--- src/rtl/hazard_pkg.sv ---
// Shared encodings and latency selection for the register hazard scoreboard.
package hazard_pkg;

  typedef enum logic [1:0] {
    CLS_ALU  = 2'd0,
    CLS_LOAD = 2'd1,
    CLS_MUL  = 2'd2,
    CLS_DIV  = 2'd3
  } cls_e;

  localparam int unsigned DEF_LOAD_LAT = 1;
  localparam int unsigned DEF_MUL_LAT  = 2;
  localparam int unsigned DEF_DIV_LAT  = 7;

  // Cycles a dependent must wait behind a producer of the given class.
  function automatic int unsigned lat_sel(input cls_e cls,
                                          input int unsigned load_lat,
                                          input int unsigned mul_lat,
                                          input int unsigned div_lat);
    unique case (cls)
      CLS_LOAD: lat_sel = load_lat;
      CLS_MUL:  lat_sel = mul_lat;
      CLS_DIV:  lat_sel = div_lat;
      default:  lat_sel = 0;
    endcase
  endfunction

endpackage

--- src/rtl/hazard_lat_counter.sv ---
// One per-register countdown: decrements toward zero, loads max(dec, lat), freezes on stall.
module hazard_lat_counter #(
  parameter int LAT_W = 3
) (
  input  logic             clk,
  input  logic             rst,
  input  logic             freeze,
  input  logic             load_en,
  input  logic [LAT_W-1:0] load_lat,
  output logic [LAT_W-1:0] cnt
);

  logic [LAT_W-1:0] dec;
  logic [LAT_W-1:0] cnt_next;

  always_comb begin
    dec      = (cnt != '0) ? cnt - LAT_W'(1) : '0;
    cnt_next = dec;
    // A newer write never shortens an outstanding wait (WAW keeps the longer one).
    if (load_en && (load_lat > dec)) cnt_next = load_lat;
  end

  // NOTE: sequential state uses non-blocking assignment so every counter samples pre-edge values.
  always_ff @(posedge clk or posedge rst) begin
    if (rst)          cnt <= '0;
    else if (!freeze) cnt <= cnt_next;
  end

endmodule

--- src/rtl/hazard_scoreboard.sv ---
// ID-stage scoreboard: per-register pending countdowns, stall/bubble generation, stall counter.
module hazard_scoreboard
  import hazard_pkg::*;
#(
  parameter int NUM_REGS    = 32,
  parameter int REG_AW      = 5,
  parameter int LAT_W       = 3,
  parameter int LOAD_LAT    = DEF_LOAD_LAT,
  parameter int MUL_LAT     = DEF_MUL_LAT,
  parameter int DIV_LAT     = DEF_DIV_LAT,
  parameter int STALL_CNT_W = 16
) (
  input  logic                   clk_i,
  input  logic                   rst_i,
  input  logic                   IFID_Valid_i,
  input  logic [REG_AW-1:0]      IFID_RS1_i,
  input  logic [REG_AW-1:0]      IFID_RS2_i,
  input  logic                   IFID_UseRS1_i,
  input  logic                   IFID_UseRS2_i,
  input  logic [REG_AW-1:0]      IFID_RD_i,
  input  logic                   IFID_RegWrite_i,
  input  logic [1:0]             IFID_Class_i,
  input  logic                   Flush_i,
  input  logic                   MemStall_i,
  output logic                   PCWrite_o,
  output logic                   Stall_o,
  output logic                   NoOp_o,
  output logic [STALL_CNT_W-1:0] StallCnt_o,
  output logic [NUM_REGS-1:0]    Pending_o
);

  logic [LAT_W-1:0] cnt [NUM_REGS];
  logic [NUM_REGS-1:0] pending;
  logic             haz;
  logic             issue;
  logic [LAT_W-1:0] lat;

  // Register 0 is hard-wired zero, so it can never be pending.
  assign cnt[0] = '0;

  for (genvar r = 1; r < NUM_REGS; r++) begin : g_cnt
    hazard_lat_counter #(.LAT_W(LAT_W)) u_cnt (
      .clk      (clk_i),
      .rst      (rst_i),
      .freeze   (MemStall_i),
      .load_en  (issue && (IFID_RD_i == REG_AW'(r))),
      .load_lat (lat),
      .cnt      (cnt[r])
    );
  end

  always_comb begin
    for (int r = 0; r < NUM_REGS; r++) pending[r] = (cnt[r] != '0);
  end

  assign Pending_o = pending;

  // NOTE: every always_comb output gets a value on every path, otherwise a latch is inferred.
  always_comb begin
    haz = IFID_Valid_i && !Flush_i &&
          ((IFID_UseRS1_i && pending[IFID_RS1_i]) ||
           (IFID_UseRS2_i && pending[IFID_RS2_i]));
    issue = IFID_Valid_i && !haz && !Flush_i && !MemStall_i &&
            IFID_RegWrite_i && (IFID_RD_i != '0);
    lat = LAT_W'(lat_sel(cls_e'(IFID_Class_i), LOAD_LAT, MUL_LAT, DIV_LAT));
  end

  // A frozen pipeline still shows the stall but does not count it.
  assign Stall_o   = haz;
  assign NoOp_o    = haz;
  assign PCWrite_o = !haz;

  always_ff @(posedge clk_i or posedge rst_i) begin
    if (rst_i)
      StallCnt_o <= '0;
    else if (haz && !MemStall_i && (StallCnt_o != '1))
      StallCnt_o <= StallCnt_o + STALL_CNT_W'(1);
  end

endmodule

--- config.mk ---
export PLATFORM = sky130hd
export DESIGN_NAME = hazard_scoreboard
export DESIGN_NICKNAME = d
export VERILOG_FILES = /design/src/rtl/hazard_pkg.sv /design/src/rtl/hazard_lat_counter.sv /design/src/rtl/hazard_scoreboard.sv
export SDC_FILE = /design/constraint.sdc
export NUM_CORES = 1
export LEC_CHECK = 0
export ABC_AREA = 1
export CAP_MARGIN = 5
export CORE_UTILIZATION = 55
export CTS_CLUSTER_DIAMETER = 200
export DETAILED_ROUTE_END_ITERATION = 8
export PLACE_DENSITY = 0.75
export SLEW_MARGIN = 0
export SYNTH_ARGS = -nofsm -noshare
export SYNTH_HDL_FRONTEND = slang
export SYNTH_SLANG_ARGS = --single-unit
--- constraint.sdc ---
create_clock -name clk_i -period 4.6 [get_ports clk_i]
set_input_delay 0.92 -clock clk_i [delete_from_list [all_inputs] [get_ports clk_i]]
set_output_delay 0.92 -clock clk_i [all_outputs]
set_load 0.02 [all_outputs]
* Yosys cells after proc, flatten, opt, wreduce, memory -nomap -nowiden
Index checks and enable logic that the tools add are counted.
** Cells by class
- $add $sub $neg :: 32
- Magnitude comparators :: 33
- Equal/unequal tests :: 35
- Muxes and demuxes :: 67
- Reduce and logical (&&, ||, !) cells :: 109
** Operator list (number)
- 2-to-1 mux 3 bit :: 62
- greater-than comparator 3 bit :: 31
- nonzero test 3 bit :: 31
- subtractor 3 x 1 -> 3 bit (second input constant) :: 31
- equality test 5 bit (second input constant) :: 16
- logical AND 1 bit :: 73
- equality test 5 x 4 -> 1 bit (second input constant) :: 8
- equality test 5 x 3 -> 1 bit (second input constant) :: 4
- adder 16 x 1 -> 16 bit (second input constant) :: 1
- != test 16 bit (second input constant) :: 1
- < comparator 5 x 6 -> 1 bit (second input constant) :: 2
- binary-select mux 1 bit (select 5 bit) :: 2
- equality test 5 x 2 -> 1 bit (second input constant) :: 2
- one-hot mux 3 bit (3 select lines) :: 1
- equality test 5 x 1 -> 1 bit (second input constant) :: 1
- nonzero test 5 bit :: 1
- equality test 2 bit (second input constant) :: 2
- logical NOT 1 bit :: 3
- equality test 2 x 1 -> 1 bit (second input constant) :: 1
- 2-to-1 mux 1 bit :: 2
- logical OR 1 bit :: 1
** Storage, ports and cells
- Bits in registers :: 109
- Output and inout bits :: 51
- Word-level logic and storage cells :: 308

* Longest topological paths before layout
Gate-level depths: netlist of the first run.
- Depth after elaboration :: 15
- Mapped depth :: 17
- Mapped depth without buffers :: 14

* By module
Synthesis of the first run repeated with hierarchy kept, for this count alone.
** Unflattened totals
- Cell total of the unflattened synthesis :: 1696
- Area, all modules :: 11024.3 um^2
** By module, submodules not included
- hazard_lat_counter at g_cnt[1].u_cnt ... :: times used 21, cells an instance 40, area each 272.8 um^2, seq. area each 75.1 um^2
- hazard_lat_counter at g_cnt[10].u_cnt ... :: times used 10, cells an instance 40, area each 276.5 um^2, seq. area each 75.1 um^2
- hazard_scoreboard :: times used 1, cells an instance 456, area each 2531.2 um^2, seq. area each 400.4 um^2

* Worst setup path after synthesis of the first run
Ideal clock, no wire load.
- Path kind :: input -> register
- Start point :: input port IFID_Class_i[0]
- End point :: register g_cnt[16].u_cnt.cnt[0]
- Setup time :: 66 ps
- Data arrival time :: 3377 ps
- Required time :: 4534 ps
- Slack :: 1158 ps
- Stages on the path :: 8
- Cell sequence :: inv_1 -> clkbuf_1 -> ha_1 -> a2111oi_1 -> nand4_1 -> nand2_1 -> nand3_1 -> nand2_1
** On the way
- Cells in the longest elaborated chain, start to end :: 5
- Elaborated cells between the ends (all ways) :: 7
** RTL lines
- start: declaration :: RTL line hazard_scoreboard.sv:22 : input logic [1:0] IFID_Class_i,
- equality test 2 bit / equality test 2 x 1 -> 1 bit (equally long branches) :: RTL line hazard_pkg.sv:20 : unique case (cls)
- one-hot mux 3 bit (3 select lines) * :: RTL line hazard_pkg.sv:20
- greater-than comparator 3 bit :: RTL line hazard_lat_counter.sv:20 : if (load_en && (load_lat > dec)) cnt_next = load_lat;
- logical AND 1 bit :: RTL line hazard_lat_counter.sv:20
- 2-to-1 mux 3 bit * :: RTL line hazard_lat_counter.sv:20
- end signal: assignment :: RTL line hazard_lat_counter.sv:26 : else if (!freeze) cnt <= cnt_next;
- end: declaration :: RTL line hazard_lat_counter.sv:10 : output logic [LAT_W-1:0] cnt
Mark *: on every way between the ends. The rest lies on a longest branch, timed or not.
A chain may end at the register's enable or synchronous reset.

* Final worst setup path of the first run
- Start point :: input port IFID_RS2_i[1]
- End point :: output port NoOp_o
** On the way
- Cells in the longest elaborated chain, start to end :: 5
** RTL lines
- start: declaration :: RTL line hazard_scoreboard.sv:17 : input logic [REG_AW-1:0] IFID_RS2_i,
- binary-select mux 1 bit (select 5 bit) :: RTL line hazard_scoreboard.sv:62 : (IFID_UseRS2_i && pending[IFID_RS2_i]));
- 2-to-1 mux 1 bit (implied by the code) :: RTL line hazard_scoreboard.sv:62
- logical AND 1 bit :: RTL line hazard_scoreboard.sv:62
- logical OR 1 bit :: RTL line hazard_scoreboard.sv:61 : ((IFID_UseRS1_i && pending[IFID_RS1_i]) ||
- logical AND 1 bit :: RTL line hazard_scoreboard.sv:60 : haz = IFID_Valid_i && !Flush_i &&
- end: declaration :: RTL line hazard_scoreboard.sv:27 : output logic NoOp_o,
No other way between the ends. The select of a mux whose other input is x is not followed.

==> key figures, run 1 <==
Yosys
  – Cell taking the most area after synthesis: dfrtp_1
  – Syn Std Cell Area: 0.009585 mm2
  – Syn Nets: 1547
  – Ranking of synthesized cells by area: dfrtp_1 (28%), nand2_1 (17%), nand3_1 (14%)
  – Yosys top cell area share: 28.46%
  – Synthesized flop and latch total: about 110
  – Avg Inst Size Synth: 6.712 um2
  – Yosys warning count: 0
  – Post-Syn Instances: 1428
  – Post-synth cell types: 30
  – Register area share after synthesis: 28.46%

GRT
  – Largest net degree at the start of global routing: 94
  – Number of global-route vias before repair: 9258
  – GRT Overall Usage: 32.18%
  – Grt ovf: 0
  – First-pass GRT wire length: 45900 um
  – Initial antenna violation count: 0

CTS
  – Longest Clk Path Bufs: 2
  – Worst-path clk slew: 0.07 ns
  – Root Driver: clkbuf_16
  – Num CTS Buffers: 9
  – Max H-tree Level: 3
  – Post-cts sizing count: 0
  – Clock Latency Late Sink: 0.36 ns
  – Post-CTS Setup Repair Bufs: 0
  – Hold Buf Count CTS: 0
  – # clock sinks: between 100 and 150
  – CTS tree: yes

Worst hold path
  – Hold-critical path depth: 2
  – Worst hold path type: reg2reg

Placement
  – I/O Buffers: 74
  – HPWL Detailed: 19160 um
  – Placed cells: about 1700
  – Placer Congestion: 0.9441

Cells and area
  – ANT cells: 0
  – Layout area overhead: 11.90%
  – Final instance count without filler cells: 1697
  – Share of layout cells above drive strength 1: 3.588%
  – Layout net count: 1591
  – Filler cells: approximately 1600

Worst setup path
  – Crit path depth: 12
  – Critical path capture point type: output port
  – Worst path slowest cell: clkdlybuf4s50_1
  – Critical R2R Capture: g_cnt[16].u_cnt.cnt[0]$_DFFE_PP0N_
  – Worst path cell trace: clkdlybuf4s50_1 > inv_1 > nand3_1 > nand3_1 > nand2_1 > nand2_1 > nand3_1 > nand3_2 > nand2_2 > nand2_1 > inv_1 > clkdlybuf4s50_1
  – Crit Path Class: in2out
  – CP arrival: 3.30 ns
  – Critical path startpoint category: primary input
  – WP buf/inv: 4
  – Worst setup path startpoint: IFID_RS2_i[1]
  – Worst reg-to-reg path cell count: 11
  – Critical path's top delay family: buffers and inverters
  – Max FO, Critical Path: 9
  – FF-to-FF setup slack: 2.08 ns
  – RR Startpoint: g_cnt[16].u_cnt.cnt[0]$_DFFE_PP0N_
  – Setup crit end: NoOp_o
  – Worst EP required: 3.68 ns
  – Critical Path Max Stage Delay: 0.73 ns

Timing
  – Max Freq: 237.0 MHz
  – Hold Fails Final Rpt: 0
  – Final Max Tran Viols: 0
  – RSZ-0062 raised after global routing: no
  – Final setup vio count: 0
  – Fin crit period: 4.220 ns
  – Setup_tns: 0 ns
  – Period Utilization, post-route: about nine tenths
  – WHS: 0.5018 ns
  – Slew headroom: 19.62%
  – Worst-Margin Slew: roughly 1.2 ns
  – Setup Skew: 0.01183 ns

Run
  – Max-Cap Viols: 0

Routing
  – Post-route ant nets: 0
  – DRT iter0 DRCs: slightly below 900
  – Wire per inst: 16.60 um
  – Total number of vias: 10141
  – DR pass1 iterations: 7
  – Vias per cell: 5.976
  – WL final: 28180 um
  – Residual DRC: 0

Pwr
  – Pwr per Cell Area: between 300 and 400 mW/mm2
  – Switch share: 43.24%
  – Peak supply drop: ~0.00026 V
  – Internal: 2.050 mW
  – Sequential share of power: 35.0%
  – Total power: between 3 and 4 mW
  – Power share of the clock group: 21.6%
  – LEAKAGE: 5.517 nW
  – NetSw: 1.562 mW
  – Comb pwr share: a little over two fifths

Die
  – Die area: 0.01796 mm2
  – I/O pin cnt: 76
  – Core ar.: around 0.017 mm2
  – Row cnt: 47
  – Starting density of the core: 56.99%
  – Die width: 134.0 um
  – Die span in y: between 100 and 150 um

Run status
  – Outcome: finished, final reports clean
-- metal layers --
metal  global-route usage (%)  vias up  wire length, um
met5                        0        -                0
met4                    14.42        0             1109
li1                         -     4974                -
met2                    52.56      467            12860
met1                    41.97     4609            11950
met3                    5.140       91             2263
-- cells by family (layout without fill, tap and decap cells) --
group	Yosys count	count (layout)	share of synthesized area, %
AOI/OAI and AO/OA	168	168	10.73
xor gates and xnor gates	15	15	1.371
adders and majority gates	94	94	12.27
buffers and inverters	171	220	7.884
DFF	109	109	28.46
other	1	1	0.03912
and+or+nand+nor	870	870	39.25
-- sequential cells by signal, indices dropped and copies added, names as in the netlist --
| register | count |
|---|---|
| g_cnt.u_cnt.cnt | 93 |
| StallCnt_o | 16 |
-- worst min path at each step --
stage                                  startpoint                            endpoint  slack, ns
2_1_floorplan  g_cnt[10].u_cnt.cnt[2]$_DFFE_PP0N_  g_cnt[10].u_cnt.cnt[2]$_DFFE_PP0N_       0.46
3_3_place_gp   g_cnt[22].u_cnt.cnt[2]$_DFFE_PP0N_  g_cnt[22].u_cnt.cnt[2]$_DFFE_PP0N_       0.48
3_5_place_dp   g_cnt[22].u_cnt.cnt[2]$_DFFE_PP0N_  g_cnt[22].u_cnt.cnt[2]$_DFFE_PP0N_       0.48
4_1_cts        g_cnt[22].u_cnt.cnt[2]$_DFFE_PP0N_  g_cnt[22].u_cnt.cnt[2]$_DFFE_PP0N_       0.50
5_1_grt        g_cnt[29].u_cnt.cnt[2]$_DFFE_PP0N_  g_cnt[29].u_cnt.cnt[2]$_DFFE_PP0N_       0.52
6_report       g_cnt[28].u_cnt.cnt[2]$_DFFE_PP0N_  g_cnt[28].u_cnt.cnt[2]$_DFFE_PP0N_       0.50
-- cell type report --
cell class	instances	area, um2	area share, %
clock buffer	9	225.2	2.100
clock inverter	7	60.06	0.5599
inverter	108	410.4	3.826
multi-input combinational	1148	6107	56.93
sequential	109	2728	25.43
tap	220	275.3	2.566
timing repair buffer	96	920.9	8.585
-- metrics by stage --
stage / cell area (um2) / util, % / setup slack (ns)
2_1_floorplan: 9585 / - / 0.8061
3_3_place_gp: 10440 / 62.08 / 0.4565
3_5_place_dp: 10440 / 62.08 / 0.4274
4_1_cts: 10730 / 63.78 / 0.4176
5_1_grt: 10730 / 63.78 / 0.2466
6_report: 10730 / 63.78 / 0.3799
-- power by group through the flow --
| stage | logic, mW | clock network (mW) | registers, mW |
|---|---|---|---|
| 6_report | 1.57 | 0.779 | 1.27 |
| 5_1_grt | 1.73 | 0.823 | 1.30 |
| 4_1_cts | 1.55 | 0.789 | 1.26 |
| 3_5_place_dp | 1.55 | 0 | 1.28 |
| 3_3_place_gp | 1.52 | 0 | 1.28 |
| 2_1_floorplan | 0.946 | 0 | 1.28 |
-- cell usage after synthesis (all sizes together) --
cell type / number
a2111oi: 1
a211oi: 24
a21oi: 71
a311oi: 28
buf: 39
clkbuf: 24
clkinv: 1
conb: 1
dfrtp: 109
ha: 94
inv: 107
nand2: 448
nand3: 269
nand4: 32
nor2: 80
nor3: 38
nor4: 3
o21ai: 37
o21bai: 7
xnor2: 5
xor2: 10
-- cells in the final DEF, fill, tap and decap left out --
master | Yosys | layout
a2111oi_1 | 1 | 1
a211oi_1 | 24 | 24
a21oi_1 | 71 | 71
a311oi_1 | 28 | 28
buf_12 | 0 | 2
buf_2 | 14 | 2
buf_4 | 5 | 20
clkbuf_16 | 0 | 9
clkdlybuf4s50_1 | 0 | 72
clkinv_1 | 1 | 1
clkinv_4 | 0 | 2
clkinvlp_4 | 0 | 3
conb_1 | 1 | 1
dfrtp_1 | 109 | 109
ha_1 | 94 | 94
inv_1 | 104 | 101
inv_2 | 2 | 4
inv_4 | 1 | 2
inv_6 | 0 | 1
inv_8 | 0 | 1
nand2_1 | 446 | 446
nand2_2 | 2 | 2
nand3_1 | 267 | 267
nand3_2 | 2 | 2
nand4_1 | 32 | 32
nor2_1 | 78 | 78
nor2_2 | 1 | 1
nor2_4 | 1 | 1
nor3_1 | 38 | 37
nor3_2 | 0 | 1
nor4_1 | 3 | 3
o21ai_0 | 37 | 37
o21bai_1 | 7 | 7
xnor2_1 | 5 | 5
xor2_1 | 10 | 10
-- worst min-delay path: stages, from the launching register on --
cell and delay [ns]:
dfrtp_1 0.36, nand2_1 0.06, nand2_1 0.06
Note: power is estimated with default switching activity, not from simulation.
==> inputs of run 2 (changes only) <==
--- a/config.mk
+++ b/config.mk
@@ -10,6 +10,7 @@
 export CORE_UTILIZATION = 55
 export CTS_CLUSTER_DIAMETER = 200
 export DETAILED_ROUTE_END_ITERATION = 8
+export GPL_TIMING_DRIVEN = 1
 export PLACE_DENSITY = 0.75
 export SLEW_MARGIN = 0
 export SYNTH_ARGS = -nofsm -noshare
==> results of run 2 <==
Same layout as run 1: the final DEF is identical, and so are final timing and power.
==> inputs of run 3 (changes only) <==
--- a/config.mk
+++ b/config.mk
@@ -7,12 +7,12 @@
 export LEC_CHECK = 0
 export ABC_AREA = 1
 export CAP_MARGIN = 5
-export CORE_UTILIZATION = 55
+export CORE_UTILIZATION = 40
 export CTS_CLUSTER_DIAMETER = 200
 export DETAILED_ROUTE_END_ITERATION = 8
 export GPL_TIMING_DRIVEN = 1
-export PLACE_DENSITY = 0.75
-export SLEW_MARGIN = 0
+export PLACE_DENSITY = 0.57
+export SLEW_MARGIN = 20
 export SYNTH_ARGS = -nofsm -noshare
 export SYNTH_HDL_FRONTEND = slang
 export SYNTH_SLANG_ARGS = --single-unit
==> run 3 against run 2 <==
Effect of this change: critical path type unchanged; clock skew is 0.0013 ns lower; fmax fell by 1.2%; highest routed layer unchanged; utilization fell by 17 points; sequential power barely moved.
==> key figures, run 3 (same netlist as run 1, synthesis figures left out) <==
Timing
  – Setup_tns: 0 ns (unchanged)
  – Final setup vio count: 0 (unchanged)
  – Fin crit period: 4.270 ns (was 4.220 ns)
  – Max Freq: 234.2 MHz (was 237.0 MHz)
  – WHS: 0.5021 ns (was 0.5018 ns)
  – Hold Fails Final Rpt: 0 (unchanged)
  – Worst-Margin Slew: 1.040 ns (was 1.199 ns)
  – Setup Skew: 0.01056 ns (was 0.01183 ns)
  – RSZ-0062 raised after global routing: no (unchanged)
  – Period Utilization, post-route: 92.82% (was 91.74%)
  – Final Max Tran Viols: 0 (unchanged)
  – Post-route setup slack: 0.3301 ns (was 0.3799 ns)
  – Slew headroom: 30.68% (was 19.62%)

Pwr
  – Total power: 3.648 mW (was 3.613 mW)
  – LEAKAGE: 5.552 nW (was 5.517 nW)
  – Pwr per Cell Area: 334.3 mW/mm2 (was 336.8 mW/mm2)
  – Peak supply drop: 0.0001780 V (was 0.0002619 V)

Cells and area
  – ANT cells: 0 (unchanged)
  – Layout net count: 1596 (was 1591)
  – Leading cell types in the layout, fill and taps excluded: nand2_1 (446), nand3_1 (267), dfrtp_1 (109) (unchanged)
  – Biggest regs: g_cnt.u_cnt.cnt: 93 flops, StallCnt_o: 16 flops (unchanged)
  – Share of layout cells above drive strength 1: 3.914% (was 3.588%)
  – Commonest non-fill, non-tap cell in the layout: nand2_1 (unchanged)
  – Layout area overhead: 13.84% (was 11.90%)
  – Largest Register: g_cnt.u_cnt.cnt (unchanged)
  – Max reg flops: 93 (unchanged)

CTS
  – Longest Clk Path Bufs: 2 (unchanged)
  – # clock sinks: 109 (unchanged)
  – Clock Latency Late Sink: 0.37 ns (was 0.36 ns)
  – Hold Buf Count CTS: 0 (unchanged)
  – Num CTS Buffers: 9 (unchanged)
  – Root Driver: clkbuf_16 (unchanged)
  – Post-CTS Setup Repair Bufs: 0 (unchanged)
  – Worst-path clk slew: 0.07 ns (about the same)
  – Post-cts sizing count: 0 (unchanged)
  – Max H-tree Level: 3 (unchanged)
  – CTS tree: yes (unchanged)

Die
  – Die area: 0.02459 mm2 (was 0.01796 mm2)
  – Starting density of the core: 40.84% (was 56.99%)
  – Core ar.: 0.02347 mm2 (was 0.01682 mm2)
  – I/O pin cnt: 76 (unchanged)
  – Die width: 156.8 um (was 134.0 um)
  – Row cnt: 56 (was 47)
  – Die span in y: 156.8 um (was 134.0 um)

Worst setup path
  – Critical Path Max Stage Delay: 0.73 ns (about the same)
  – CP arrival: 3.35 ns (was 3.30 ns)
  – Worst path cell trace: clkdlybuf4s50_1 > inv_1 > nand3_1 > nand3_1 > nand2_1 > nand2_1 > nand3_1 > nand3_2 > nand2_2 > nand2_1 > inv_1 > clkdlybuf4s50_1 (unchanged)
  – Worst reg-to-reg path cell count: 15 (was 11)
  – Crit Path Class: in2out (unchanged)
  – Max FO, Critical Path: 9 (unchanged)
  – RR Startpoint: g_cnt[2].u_cnt.cnt[0]$_DFFE_PP0N_ (was g_cnt[16].u_cnt.cnt[0]$_DFFE_PP0N_)
  – Critical path capture point type: output port (unchanged)
  – Critical R2R Capture: g_cnt[29].u_cnt.cnt[0]$_DFFE_PP0N_ (was g_cnt[16].u_cnt.cnt[0]$_DFFE_PP0N_)
  – Critical path startpoint category: primary input (unchanged)
  – Worst EP required: 3.68 ns (about the same)
  – Worst path slowest cell: clkdlybuf4s50_1 (unchanged)
  – FF-to-FF setup slack: 1.99 ns (was 2.08 ns)

GRT
  – Largest net degree at the start of global routing: 94 (unchanged)
  – Met3 usage: 3.766% (was 5.140%)
  – Met2 usage: 42.26% (was 52.56%)
  – Met1 usage: 33.99% (was 41.97%)
  – First-pass GRT wire length: 48440 um (was 45900 um)
  – Initial antenna violation count: 0 (unchanged)
  – Number of global-route vias before repair: 9259 (was 9258)
  – GRT busiest layer: met2 (unchanged)
  – GRT Overall Usage: 25.49% (was 32.18%)
  – Grt ovf: 0 (unchanged)

Worst hold path
  – Worst hold start: g_cnt[20].u_cnt.cnt[2]$_DFFE_PP0N_ (was g_cnt[28].u_cnt.cnt[2]$_DFFE_PP0N_)
  – Worst hold path type: reg2reg (unchanged)
  – Hold-critical path depth: 2 (unchanged)
  – Hold EP: g_cnt[20].u_cnt.cnt[2]$_DFFE_PP0N_ (was g_cnt[28].u_cnt.cnt[2]$_DFFE_PP0N_)

Placement
  – HPWL Detailed: 20690 um (was 19160 um)
  – Placer Congestion: 0.8774 (was 0.9441)
  – I/O Buffers: 74 (unchanged)
  – Place WS: 0.3865 ns (was 0.4274 ns)

Routing
  – DR pass1 iterations: 5 (was 7)
  – Total number of vias: 9867 (was 10141)
  – Residual DRC: 0 (unchanged)
  – Vias per cell: 5.479 (was 5.976)
  – Post-route ant nets: 0 (unchanged)
  – Wire per inst: 16.80 um (was 16.60 um)
  – DRT iter0 DRCs: 718 (was 871)
  – WL final: 30250 um (was 28180 um)

Run status
  – Outcome: finished, final reports clean (unchanged)

Run
  – Max-Cap Viols: 0 (unchanged)
-- run 3: cell count changes in the layout (fill, tap and decap cells not counted) --
cell	delta
buf_4	+3
buf_12	+2
clkinvlp_4	-2
clkinv_1	+1
clkinv_2	+1
clkinv_4	+1
inv_1	-1
-- run 3: per-layer routing --
metal	part of all wire [%]	wire length, um
met3	5.4	1619
met2	46	13930
met1	46	13950
met5	0	0
met4	2.5	751
-- run 3: final cells by class --
type,instances,area [um2]
Clock buffer,9,225.2
Clock inverter,7,58.81
Fill cell,2433,12560
Inverter,108,410.4
Multi-Input combinational cell,1148,6107
Sequential cell,109,2728
Tap cell,319,399.1
Timing Repair Buffer,101,983.4
-- run 3: per-stage QoR --
stage,std cells,area [um2],utilization [%]
after detailed placement,1785,10630,45.28
after floorplan,1428,9585,-
after global routing,1801,10910,46.49
final,1801,10910,46.49
after global placement,1785,10630,45.28
after CTS,1801,10910,46.49
-- run 3: worst max-delay path by stage --
stage / from / end / slack, ns / cells after the start
5_1_grt: IFID_RS1_i[1] / Stall_o / 0.21 / 12
6_report: IFID_RS1_i[1] / Stall_o / 0.33 / 12
3_3_place_gp: IFID_RS1_i[1] / Stall_o / 0.43 / 12
4_1_cts: IFID_RS1_i[1] / Stall_o / 0.38 / 12
3_5_place_dp: IFID_RS1_i[1] / Stall_o / 0.39 / 12
2_1_floorplan: rst_i / StallCnt_o[0]$_DFFE_PP0P_ / 0.81 / 1
-- run 3: critical path: cells and delay by family --
kind,cells,cell delay [ns]
buffers and inverters,4,1.67
AND/OR/NAND/NOR,8,0.75
-- run 3: report_power, final --
group	total (mW)	internal, mW	switching, mW
Sequential	1.27	1.09	0.179
Clock	0.787	0.376	0.410
Combinational	1.60	0.590	1.01
